[src/rtl/contador_mod10.sv]
// contador_mod10 -- modulo-10 (BCD) down counter, one decade.
//
// Counts 9,8,...,1,0,9,... on rising clk edges while en=1. A low load
// preloads data on the edge regardless of en. clearn clears the count to 0
// asynchronously. tc is the borrow into the next decade and is high for the
// cycle in which the wrap 0->9 happens; count_end flags count==0.
//
// Ports (in order):
//   data      in  [3:0]  BCD preset value
//   clk       in         clock, rising edge
//   load      in         synchronous load, active-low (beats en)
//   en        in         count enable, active-high
//   clearn    in         asynchronous clear, active-low (beats everything)
//   count     out [3:0]  registered BCD digit
//   tc        out        combinational borrow: count==0 && en
//   count_end out        combinational zero detect: count==0
//
// Build option:
//   CONTADOR_MOD10_LOAD_CLAMP_EN  when defined, preset values 10-15 are
//   stored as 9 so the counter can never leave the BCD range. Without it
//   data is stored as given; an out-of-range value just counts down by one
//   per edge until it reaches 0 and rejoins the normal 9..0 cycle.
module contador_mod10 (
  input  logic [3:0] data,
  input  logic       clk,
  input  logic       load,
  input  logic       en,
  input  logic       clearn,
  output logic [3:0] count,
  output logic       tc,
  output logic       count_end
);

  logic [3:0] load_val;
  logic [3:0] dec_val;
  logic [3:0] count_nxt;
  logic       is_zero;

`ifdef CONTADOR_MOD10_LOAD_CLAMP_EN
  assign load_val = (data > 4'd9) ? 4'd9 : data;
`else
  assign load_val = data;
`endif

  assign is_zero = (count == 4'd0);

  // Plain decrement also covers the 10-15 range; only 0 wraps.
  assign dec_val = is_zero ? 4'd9 : (count - 4'd1);

  // load > en > hold
  always_comb begin
    count_nxt = count;
    if (!load)   count_nxt = load_val;
    else if (en) count_nxt = dec_val;
  end

  always_ff @(posedge clk or negedge clearn) begin
    if (!clearn) count <= 4'd0;
    else         count <= count_nxt;
  end

  assign count_end = is_zero;
  assign tc        = is_zero & en;

endmodule

[config.mk]
export PLATFORM = sky130hd
export DESIGN_NAME = contador_mod10
export DESIGN_NICKNAME = d
export VERILOG_FILES = /design/src/rtl/contador_mod10.sv
export SDC_FILE = /design/constraint.sdc
export NUM_CORES = 1
export LEC_CHECK = 0
export BUFFER_PORTS_ARGS = -buffer_cell sky130_fd_sc_hd__buf_4
export CAP_MARGIN = 20
export CORE_AREA = 10 10 47 49
export DETAILED_ROUTE_END_ITERATION = 8
export DIE_AREA = 0 0 57 59
export PLACE_DENSITY = 0.5
export SYNTH_ARGS = -nofsm -noshare
export SYNTH_HDL_FRONTEND = slang
export SYNTH_SLANG_ARGS = --single-unit
[constraint.sdc]
create_clock -name clk -period 2.7 [get_ports clk]
set_clock_uncertainty 0.2 [all_clocks]
set_input_delay 0.27 -clock clk [delete_from_list [all_inputs] [get_ports clk]]
set_output_delay 0.27 -clock clk [all_outputs]
set_load 0.02 [all_outputs]
; After elaboration in Yosys (flattened, before gate mapping)
; Cells that the tools add are included.
[op_classes]
n_addsub = 1
bitwise_logic = 1
eq_ne = 1
reduce_logical = 1
mux = 3
[op_table]
columns = operator, count
row1 = $mux W4, 3
row2 = $logic_not A4 Y1, 1
row3 = $sub A4 B1 Y4 const B, 1
row4 = $ne A2 B1 Y1 const B, 1
row5 = $and A1 B1 Y1, 1
[totals]
output_inout_bits = 6
ff_bits = 4
in_bits = 8
elab_cells = 8

; Longest topological paths before layout
[depth]
word_depth = 4
mapped_depth = 3
depth_no_buf = 3

; Least setup slack after synthesis
; Ideal clock, no wire load.
[synth_timing]
path_kind = register to output
start = register count[2]
end = output port count_end
t_arrival_ns = 1.230
t_required_ns = 2.230
path_buffers = 0
slack_ns = 1.000
stages_incl_launch_ff = 2
path_cell_list = dfrtp_1 nor4_1
[synth_between]
elab_chain_len = 1
[synth_lines]
columns = item, line
row1 = from (decl), 29  ; output logic [3:0] count,
row2 = from (signal assigned), 59  ; else count <= count_nxt;
row3 = $logic_not A4 Y1, 45  ; assign is_zero = (count == 4'd0);
row4 = to (decl), 31  ; output logic count_end
; No other way between the ends.

; Worst setup path in the final report
[layout_timing]
start = register count[2]
end = output port tc
[layout_between]
elab_chain_len = 2
[layout_lines]
columns = item, line
row1 = $logic_not A4 Y1, 45
row2 = $and A1 B1 Y1, 63  ; assign tc = is_zero & en;
row3 = to (decl), 30  ; output logic tc,
; No other way between the ends.

==> implementation parameters <==
Parameter                              Value

STA
  Peak clock frequency supported by timing ... approximately 0.56 GHz
  Share of the clock period used by the worst path after layout ... 0.659
  Fin crit period ... 1780 ps
  Setup WS post-layout ... 920 ps
  Number of pins exceeding their max-slew limit in the final report ... 0
  Headroom to the max-slew limit ... 0.819
  Slew at the pin closest to its max-slew limit ... 270 ps
  Endpoints failing hold ... 0
  Final setup violation count ... 0
  Setup repair after global routing missed its margin ... no
  Accumulated negative setup slack ... 0 ps

Finish
  Area Overhead vs Synth ... 64.3%
  Nets ... 50
  Fraction of layout cells with a size suffix above 1 ... 0.450
  Flip-flop count of the largest register after layout ... 4
  Post-route standard cell area excluding fillers ... between 300 and 400 µm²
  Top flop regs ... count: 4 flops
  Diode insertion count for antenna repair ... 0
  Final core utilization ... 0.267
  Top register by number of flip-flops ... count

Synthesis
  Syn Nets ... 32
  Dominant combinational cell family by area after synthesis ... simple AND/OR/NAND/NOR gates
  Post-synthesis sequential element count ... 4
  Syn Std Cell Area ... about 230 µm²
  Most frequent cells after synthesis ... dfrtp_1 (4), nor2_1 (4)
  Cell type with the highest aggregate area in the netlist ... dfrtp_1
  Arithmetic-cell share of the synthesized area counting full adders, half adders and majority gates ... 0
  Synthesized-area fraction occupied by and/or/nand/nor cells ... 0.308
  Biggest area contributors in the synthesized netlist ... dfrtp_1 (44%), xnor2_1 (7.7%), nor2_1 (6.6%)
  Share of synthesized area spent on multiplexers ... 0
  Post-synthesis sequential area ratio ... 0.440
  Synth warn ... 0
  Number of enable-type register cells in the synthesized netlist ... 0
  Post-synthesis area per instance ... about 9.5 µm²
  Share of synthesized registers carrying an async set or reset ... 1.00
  Post-synthesis share of cell area spent on xor and xnor gates ... 0.0769
  Compound-Gate Fraction of Synth Area ... 0.143
  Commonest register cell after synthesis ... dfrtp_1
  Share of Yosys cell area claimed by the top area cell type ... 0.440
  Unique cell type count in the Yosys netlist ... 14
  Number of instances in the synthesized netlist ... 24

Route
  Vias post-DR ... 222
  Count of antenna-violating nets left after detailed routing ... 0
  DRC marker count from the first detailed-route iteration ... 1
  Total detailed-routing wirelength ... around 610 µm
  Routed length per placed instance ... 10.9 µm
  DRC violation count after routing ... 0
  Vias per Instance ... 3.96
  1st-pass router iterations ... 2

Place
  Placed Instance Area ... 342 µm²
  Routability Congestion ... between 0.6 and 0.7
  PortBufs ... 13
  DP HPWL ... roughly 530 µm
  DP Worst Slack ... ~1200 ps

Floorplan
  Initial Util ... 0.162
  Core area ... roughly 1400 µm²
  Horizontal extent of the die ... about 57 µm
  Number of top-level pins ... 14
  Placement row count ... 14
  Die footprint ... 3360 µm²
  Die height ... between 50 and 60 µm

Power and ir drop
  Pwr Total ... between 200 and 250 µW
  P per Cell Area ... between 500 and 600 nW/µm²
  IR Drop Worst-Case VDD ... ~0.19 mV
  Leakage power summed over all cells ... around 0.16 nW

Worst setup path
  Startpoint type of the worst setup path ... flop
  Category of the worst setup path capture point ... primary output
  Required time at the endpoint of the critical path ... approximately 2200 ps
  Kind of critical path ... reg2out
  Arr. time, crit path ... 1310 ps
  Maximum fanout encountered on the critical timing path ... 6

Clock network
  Sinks on the clock net ... 4
  Clock insertion delay at the later pin of the skew report ... about 230 ps
  CTS HTree Levels ... 1
  Clock buffer count from CTS ... 3
  Clock transition at the register clock pins on the worst setup and hold paths after CTS ... ~40 ps
  TritonCTS clock tree ... built
  Root buffer cell ... clkbuf_4
  CTS max path bufs ... 2

Outcome
  Outcome ... complete, no violations

Global route
  Aggregate global-route resource usage ... 0.0411
  Overall overflow remaining after global route ... 0
  Initial antenna violation count ... 0
  Global-route wire length before repair ... 1020 µm
  Number of global-route vias before repair ... 235
  Pin count of the biggest net entering global routing ... 9

Run
  # Max-Cap Violations ... 0

Min path
  Worst hold path class ... in2reg
-- worst paths after layout --
path / start / to / slack, ps / cells past startpoint
max in group asynchronous: clearn / count[3]$_DFFE_PN0P_ / 2030 / 2
hold / removal: load / count[0]$_DFFE_PN0P_ / 80 / 2
hold reg to reg: count[1]$_DFFE_PN0P_ / count[1]$_DFFE_PN0P_ / 450 / 2
min in group asynchronous: clearn / count[1]$_DFFE_PN0P_ / 170 / 2
setup reg to reg: count[2]$_DFFE_PN0P_ / count[3]$_DFFE_PN0P_ / 1390 / 3
setup / recovery: count[2]$_DFFE_PN0P_ / tc / 920 / 3
-- what timing repair did --
item / in CTS / in global routing
endpoints found under the hold margin: 4 / 0
gates resized for setup: 0 / 0
buffers inserted: 0 / 0
hold buffers: 1 / 0
-- kinds of logic (layout without fill, tap and decap cells) --
logic type | Yosys count | in the layout
AND/OR/NAND/NOR | 10 | 10
AO/OA/AOI/OAI | 6 | 6
flip-flops | 4 | 4
XOR/XNOR | 2 | 2
buffers and inverters | 2 | 18
-- critical path: stages, from the launching register on --
cell	delay, ps
dfrtp_1	410
nor4b_2	350
nor2b_1	170
buf_4	150
-- area by class of cell --
cell class / instances / area (µm²)
clock buffers: 3 / 22.5
inverters: 1 / 3.75
multi-input cells: 18 / 120
fillers: 171 / 1030
well taps: 16 / 20.0
flip-flops and latches: 4 / 100
repair buffers: 14 / 108
-- placed cells by master, fill, tap and decap left out, drive strengths merged, types with 2 or more instances in the layout --
cell type  count
a31oi          2
nor2           4
buf           13
a21oi          2
xnor2          2
clkbuf         3
dfrtp          4
o21ai          2
-- per-stage QoR --
stage / instances / hold WS, ps
final: 56 / 75.1
after global routing: 56 / 88.0
after CTS: 56 / 74.7
after detailed placement: 52 / -132
after global placement: 52 / -132
after floorplan: 24 / -226
-- where the power goes --
group | total [mW] | internal (mW) | switching, mW
clock network | 0.0708 | 0.0495 | 0.0213
logic | 0.0516 | 0.0275 | 0.0242
registers | 0.0784 | 0.0672 | 0.0111
total | 0.201 | 0.144 | 0.0566
-- layer usage --
layer | share of wire | wire length (µm) | GRT usage
met1 | 0.41 | 249 | 0.0405
met2 | 0.49 | 301 | 0.0574
met3 | 0.097 | 59 | 0.0193
met4 | 0 | 0 | 0.0503
met5 | 0 | 0 | 0
Note: power is estimated with default switching activity, not from simulation.
